==> config.mk <==
export PLATFORM = sky130hd
export DESIGN_NAME = lcd_cmd_receiver
export DESIGN_NICKNAME = d
export VERILOG_FILES = /design/src/rtl/lcd_cmd_receiver.sv
export SDC_FILE = /design/constraint.sdc
export NUM_CORES = 1
export LEC_CHECK = 0
export BUFFER_PORTS_ARGS = -buffer_cell sky130_fd_sc_hd__buf_4
export CORE_AREA = 4 4 151 153
export DETAILED_ROUTE_END_ITERATION = 6
export DIE_AREA = 0 0 155 157
export PLACE_DENSITY = 0.66
export SLEW_MARGIN = 20
export SYNTH_ARGS = -nofsm -noshare
export SYNTH_HDL_FRONTEND = slang
export SYNTH_SLANG_ARGS = --single-unit
==> constraint.sdc <==
create_clock -name clk -period 4.16 [get_ports clk]
set_input_delay 0.208 -clock clk [delete_from_list [all_inputs] [get_ports clk]]
set_output_delay 0.208 -clock clk [all_outputs]
set_load 0.01 [all_outputs]
==> src/rtl/lcd_cmd_receiver.sv <==
// Serial LCD command receiver: decodes a 3/4-wire SPI-like panel bus into bytes,
// panel state flags, window registers and RGB565 pixel writes.
module lcd_cmd_receiver #(
  parameter logic [15:0] DEF_XE = 16'd134,
  parameter logic [15:0] DEF_YE = 16'd239
) (
  input  logic        clk,
  input  logic        rst,
  input  logic        lcd_rst,
  input  logic        lcd_cs,
  input  logic        lcd_scl,
  input  logic        lcd_sd,
  input  logic        lcd_rs,
  output logic        byte_valid,
  output logic [7:0]  byte_data,
  output logic        byte_dc,
  output logic        pix_valid,
  output logic [15:0] pix_x,
  output logic [15:0] pix_y,
  output logic [15:0] pix_data,
  output logic        sleep,
  output logic        disp_on,
  output logic        inv_on,
  output logic        unk_cmd
);

  localparam logic [7:0] OP_NOP     = 8'h00;
  localparam logic [7:0] OP_SWRESET = 8'h01;
  localparam logic [7:0] OP_SLPIN   = 8'h10;
  localparam logic [7:0] OP_SLPOUT  = 8'h11;
  localparam logic [7:0] OP_INVOFF  = 8'h20;
  localparam logic [7:0] OP_INVON   = 8'h21;
  localparam logic [7:0] OP_DISPOFF = 8'h28;
  localparam logic [7:0] OP_DISPON  = 8'h29;
  localparam logic [7:0] OP_CASET   = 8'h2A;
  localparam logic [7:0] OP_RASET   = 8'h2B;
  localparam logic [7:0] OP_RAMWR   = 8'h2C;

  // Bit order {lcd_rst, rs, sd, scl, cs}; idle values keep cs and panel reset deasserted.
  localparam logic [4:0] SYNC_RST = 5'b10001;

  typedef struct packed {
    logic [7:0]  opcode;
    logic [2:0]  arg_cnt;
    logic [23:0] args;
    logic        phase;
    logic [7:0]  hi;
    logic [15:0] xs;
    logic [15:0] xe;
    logic [15:0] ys;
    logic [15:0] ye;
    logic [15:0] x;
    logic [15:0] y;
    logic        pix_valid;
    logic [15:0] pix_x;
    logic [15:0] pix_y;
    logic [15:0] pix_data;
    logic        sleep;
    logic        disp_on;
    logic        inv_on;
    logic        unk_cmd;
  } dec_t;

  localparam dec_t DEC_RST = '{
    opcode: OP_NOP, arg_cnt: 3'd0, args: 24'd0, phase: 1'b0, hi: 8'd0,
    xs: 16'd0, xe: DEF_XE, ys: 16'd0, ye: DEF_YE, x: 16'd0, y: 16'd0,
    pix_valid: 1'b0, pix_x: 16'd0, pix_y: 16'd0, pix_data: 16'd0,
    sleep: 1'b1, disp_on: 1'b0, inv_on: 1'b0, unk_cmd: 1'b0
  };

  logic [4:0] sync1_q, sync2_q;
  logic       scl_prev_q;
  logic       cs_s, scl_s, sd_s, rs_s, prst_n_s, scl_rise;

  logic [6:0] shift_q, shift_d;
  logic [2:0] bit_cnt_q, bit_cnt_d;
  logic       byte_valid_q, byte_valid_d;
  logic       byte_dc_q, byte_dc_d;
  logic [7:0] byte_data_q, byte_data_d;
  dec_t       dec_q, dec_d;

  always_ff @(posedge clk or negedge rst) begin
    if (!rst) begin
      sync1_q    <= SYNC_RST;
      sync2_q    <= SYNC_RST;
      scl_prev_q <= 1'b0;
    end else begin
      sync1_q    <= {lcd_rst, lcd_rs, lcd_sd, lcd_scl, lcd_cs};
      sync2_q    <= sync1_q;
      scl_prev_q <= scl_s;
    end
  end

  assign cs_s     = sync2_q[0];
  assign scl_s    = sync2_q[1];
  assign sd_s     = sync2_q[2];
  assign rs_s     = sync2_q[3];
  assign prst_n_s = sync2_q[4];
  assign scl_rise = scl_s & ~scl_prev_q & ~cs_s;

  // Byte assembly: a deselect throws away any partial byte.
  always_comb begin
    shift_d      = shift_q;
    bit_cnt_d    = bit_cnt_q;
    byte_valid_d = 1'b0;
    byte_data_d  = byte_data_q;
    byte_dc_d    = byte_dc_q;
    if (!prst_n_s) begin
      shift_d     = 7'd0;
      bit_cnt_d   = 3'd0;
      byte_data_d = 8'd0;
      byte_dc_d   = 1'b0;
    end else if (cs_s) begin
      bit_cnt_d = 3'd0;
    end else if (scl_rise) begin
      shift_d   = {shift_q[5:0], sd_s};
      bit_cnt_d = bit_cnt_q + 3'd1;
      if (bit_cnt_q == 3'd7) begin
        byte_valid_d = 1'b1;
        byte_data_d  = {shift_q, sd_s};
        byte_dc_d    = rs_s;
      end
    end
  end

  always_comb begin
    dec_d           = dec_q;
    dec_d.pix_valid = 1'b0;
    dec_d.unk_cmd   = 1'b0;
    if (!prst_n_s) begin
      dec_d = DEC_RST;
    end else if (byte_valid_q && !byte_dc_q) begin
      dec_d.opcode  = byte_data_q;
      dec_d.arg_cnt = 3'd0;
      dec_d.phase   = 1'b0;
      case (byte_data_q)
        OP_SWRESET: dec_d = DEC_RST;
        OP_SLPIN:   dec_d.sleep = 1'b1;
        OP_SLPOUT:  dec_d.sleep = 1'b0;
        OP_INVOFF:  dec_d.inv_on = 1'b0;
        OP_INVON:   dec_d.inv_on = 1'b1;
        OP_DISPOFF: dec_d.disp_on = 1'b0;
        OP_DISPON:  dec_d.disp_on = 1'b1;
        OP_RAMWR: begin
          dec_d.x = dec_q.xs;
          dec_d.y = dec_q.ys;
        end
        OP_NOP, OP_CASET, OP_RASET: ;
        default:    dec_d.unk_cmd = 1'b1;
      endcase
    end else if (byte_valid_q) begin
      case (dec_q.opcode)
        // Window only commits on the 4th argument; later arguments are dropped.
        OP_CASET, OP_RASET: begin
          if (dec_q.arg_cnt != 3'd4) begin
            dec_d.arg_cnt = dec_q.arg_cnt + 3'd1;
            dec_d.args    = {dec_q.args[15:0], byte_data_q};
            if (dec_q.arg_cnt == 3'd3) begin
              if (dec_q.opcode == OP_CASET) {dec_d.xs, dec_d.xe} = {dec_q.args, byte_data_q};
              else                          {dec_d.ys, dec_d.ye} = {dec_q.args, byte_data_q};
            end
          end
        end
        OP_RAMWR: begin
          if (!dec_q.phase) begin
            dec_d.hi    = byte_data_q;
            dec_d.phase = 1'b1;
          end else begin
            dec_d.phase     = 1'b0;
            dec_d.pix_valid = 1'b1;
            dec_d.pix_x     = dec_q.x;
            dec_d.pix_y     = dec_q.y;
            dec_d.pix_data  = {dec_q.hi, byte_data_q};
            // Only equality is compared, so a start above the end wraps through 0xFFFF.
            if (dec_q.x == dec_q.xe) begin
              dec_d.x = dec_q.xs;
              dec_d.y = (dec_q.y == dec_q.ye) ? dec_q.ys : dec_q.y + 16'd1;
            end else begin
              dec_d.x = dec_q.x + 16'd1;
            end
          end
        end
        default: ;
      endcase
    end
  end

  always_ff @(posedge clk or negedge rst) begin
    if (!rst) begin
      shift_q      <= 7'd0;
      bit_cnt_q    <= 3'd0;
      byte_valid_q <= 1'b0;
      byte_data_q  <= 8'd0;
      byte_dc_q    <= 1'b0;
      dec_q        <= DEC_RST;
    end else begin
      shift_q      <= shift_d;
      bit_cnt_q    <= bit_cnt_d;
      byte_valid_q <= byte_valid_d;
      byte_data_q  <= byte_data_d;
      byte_dc_q    <= byte_dc_d;
      dec_q        <= dec_d;
    end
  end

  assign byte_valid = byte_valid_q;
  assign byte_data  = byte_data_q;
  assign byte_dc    = byte_dc_q;
  assign pix_valid  = dec_q.pix_valid;
  assign pix_x      = dec_q.pix_x;
  assign pix_y      = dec_q.pix_y;
  assign pix_data   = dec_q.pix_data;
  assign sleep      = dec_q.sleep;
  assign disp_on    = dec_q.disp_on;
  assign inv_on     = dec_q.inv_on;
  assign unk_cmd    = dec_q.unk_cmd;

endmodule

==> results.md <==
- Run status: finished clean
- Leak: 5.37 nW
- P&R area growth vs syn: 11.6%
- CTS sink count: 224
- ANT nets after route: 0
- Post-Syn Nets: 1090
- Least-Margin Pin Slew: 1.05 ns
- YS warnings: 0
- Final core utilization: 54.6%
- Starting Density: 48.9%
- First-pass GRT wire length: 41300 um
- Asr flop ratio synth: 100%
- Clock latency on the worst-skew pair: 0.52 ns
- Slew margin rel.: 30.2%
- DR vias/cell: 5.56
- CTS Buf Count: 25
- Top cell type's share of synthesized area: 49.6%
- Setup tns final: 0 ns
- Arrival time at the worst endpoint: 3.39 ns
- Core box area: 21600 um2
- Ant diodes: 0
- Vias in the first global route: 7517
- Sequential Power Share: 47.6%
- Final hold vios: 0
- RSZ-0062 raised after global routing: no
- Gate Count Post-Synth: 1076
- Maximum fanout along the worst path: 43
- GRT Residual Overflow: 0
- Clock share of power: 48.4%
- Full die area: 24300 um2
- DRC: 0
- Share of cells above drive strength 1: 15.3%
- Worst Skew: 0.00793 ns
- Min-Delay Path Class: primary input to async pin
- First drt pass iteration count: 5
- CTS Root Cell: clkbuf_16
- Post-CTS setup buffers: 0
- # placed instances: 1321
- Largest net degree at the start of global routing: 128
- Height of the die: 157 um
- Top cells by area, synth: dfrtp_1 (50%), nand2_1 (8.2%), o21ai_0 (5.2%), dfstp_2 (3.7%), buf_4 (3.4%)
- Seq cells post-synth: 224
- Fin cells: 1372
- Synthesized area per cell: 9.79 um2
- Logic pwr share: 4.0%
- Max Freq: 0.340 GHz
- Sequential-to-total area share from yosys stat: 53.4%
- Critical Path Start Type: flop
- I/O pins: 70
- Top_reg_cell synth: dfrtp_1
- Die X: 155 um
- NetSw: 0.00101 W
- GP Congestion: 0.929
- H-tree depth: 1
- Crit Path Class: flop to flop
- Post-Route WL: 25300 um
- Switching Share: 21.6%
- Fin crit share: 70.7%
- Internal Power: 0.00367 W
- Total GRT Usage: 21.0%
- Clock-pin transition on the worst setup and hold timing paths: 0.06 ns
- Critical Path RT: 4.61 ns
- WL/cell: 18.4 um
- Via count: 7630
- Count of cell types in the netlist: 67
- Post-DP HPWL: 17300 um
- I/O Buffers: 69
- Worst VDD drop: 0.274 mV
- Cell area power density: 399 nW/um2
- Final min period: 2.94 ns
- CTS tree: built
- Leading area contributor after synthesis: dfrtp_1
- CTS Buffer Depth: 3
- Final slew viol count: 0
- Net count, final: 1088
- Max cap viols: 0
- CP Capture Type: flop
- Initial drt markers: 564
- Setup-failing EPs final: 0
- Antenna violations before repair: 0
- Number of synthesized flops with an enable pin: 0
- Rows: 54
- Syn Std Cell Area: 10500 um2
==> final timing paths <==
check	from	endpoint	slack, ns	cells past startpoint
max in group asynchronous	rst	dec_q[119]$_DFFE_PN1P_	2.74	3
worst max register to register	sync2_q[4]$_DFF_PN1_	pix_y[2]$_DFFE_PN0P_	1.22	6
min in group clk	lcd_sd	sync1_q[2]$_DFF_PN0_	0.34	2
worst min-delay path	rst	pix_y[9]$_DFFE_PN0P_	0.31	2
worst max-delay path	sync2_q[4]$_DFF_PN1_	pix_y[2]$_DFFE_PN0P_	1.22	6
worst min register to register	sync1_q[1]$_DFF_PN0_	sync2_q[1]$_DFF_PN0_	0.35	0
==> sequential cells by signal, summed over array words and instances, names as in the netlist <==
signal,flops
pix_y,16
scl_prev_q,1
pix_valid,1
byte_data,8
pix_x,16
inv_on,1
bit_cnt_q,3
dec_q,140
byte_dc,1
disp_on,1
unk_cmd,1
pix_data,16
byte_valid,1
sync2_q,5
sleep,1
shift_q,7
sync1_q,5
==> synth_stat cells, types with 4 or more instances <==
master    count
buf_1         6
o21ai_0     110
xor2_1       34
nor4_1        8
xnor2_1      16
nor3b_1       6
nor3_1       12
nand4_1      12
nand2b_1      4
buf_2        16
dfstp_2      15
nor2b_1       6
nand2_1     231
o21ai_1      22
inv_1        13
mux2i_1      10
and3_1        9
nand3_1      14
nor2_1       28
dfrtp_1     209
ha_1          7
a21oi_1      65
buf_6        10
clkbuf_1     36
mux2_2       11
a22oi_1       6
o31ai_1      15
buf_4        48
a22o_1       34
and2_1        7
==> routing by layer <==
metal	up-vias	track usage (%)	share of wire [%]
li1	3661	-	-
met1	3741	29.7	45
met2	184	34.5	47
met3	44	2.75	4.7
met4	0	5.93	2.7
met5	-	0	0
==> layout by cell type (no fill, tap or decap), types with 4 or more instances in the layout <==
cell           instances
nand2_1              231
xor2_1                34
nor3b_1                6
mux2i_1               10
dfstp_2               15
clkbuf_8               7
nor4_1                 8
o21ai_0              110
inv_1                 13
nor2b_1                5
xnor2_1               16
nand2b_1               4
and3_1                 9
a22o_1                34
clkbuf_1               8
a22oi_1                6
clkbuf_16             25
and2_1                 7
nor3_1                12
mux2_2                11
nor2_1                27
buf_4                 80
a21oi_1               65
nand3_1               14
o31ai_1               15
dlygate4sd3_1          6
o21ai_1               21
dfrtp_1              209
nand4_1               12
ha_1                   7
==> cell families after synthesis <==
logic type / synth area share [%]
AOI/OAI and AO/OA: 16.4
and+or+nand+nor: 15.4
xor gates and xnor gates: 4.16
DFF: 53.4
adders and majority gates: 0.831
muxes: 2.59
buffers and inverters: 7.29
==> power by group through the flow <==
| stage | sequential, W | combinational (W) | clock [W] |
|---|---|---|---|
| finish | 0.00223 | 0.000186 | 0.00227 |
| floorplan | 0.00226 | 0.000110 | 0 |
| global route | 0.00223 | 0.000212 | 0.00240 |
| detailed placement | 0.00227 | 0.000186 | 0 |
| CTS | 0.00223 | 0.000191 | 0.00231 |
| global placement | 0.00227 | 0.000183 | 0 |
==> area by class of cell <==
type | count | area, um2
Timing Repair Buffer | 88 | 696
Inverter | 14 | 52.6
Clock inverter | 5 | 100
Clock buffer | 40 | 752
Tap cell | 280 | 350
Sequential cell | 224 | 5620
Fill cell | 1912 | 9800
Multi-Input combinational cell | 721 | 4180
==> worst max-delay path, stage by stage, from the launching register on <==
cell and delay [ns]:
dfstp_2 0.60, inv_2 0.33, nor2_2 0.75, nand2_1 0.20
o21ai_4 0.31, buf_4 0.43, a22o_1 0.20
==> what timing repair did <==
action / in CTS / in global routing
hold buffers: 6 / 0
resized for setup: 0 / 0
endpoints found under the hold margin: 121 / 0
==> per-stage QoR <==
step | total power (W) | area [um2] | setup slack [ns] | hold slack, ns
after global placement | 0.00245 | 10800 | 1.30 | 0.317
after global routing | 0.00485 | 11800 | 0.994 | 0.350
final | 0.00469 | 11800 | 1.22 | 0.312
after floorplan | 0.00237 | 10500 | 2.10 | -0.0876
after detailed placement | 0.00245 | 10800 | 1.27 | 0.318
after CTS | 0.00473 | 11800 | 1.24 | 0.325
(Power assumes the default switching activity.)
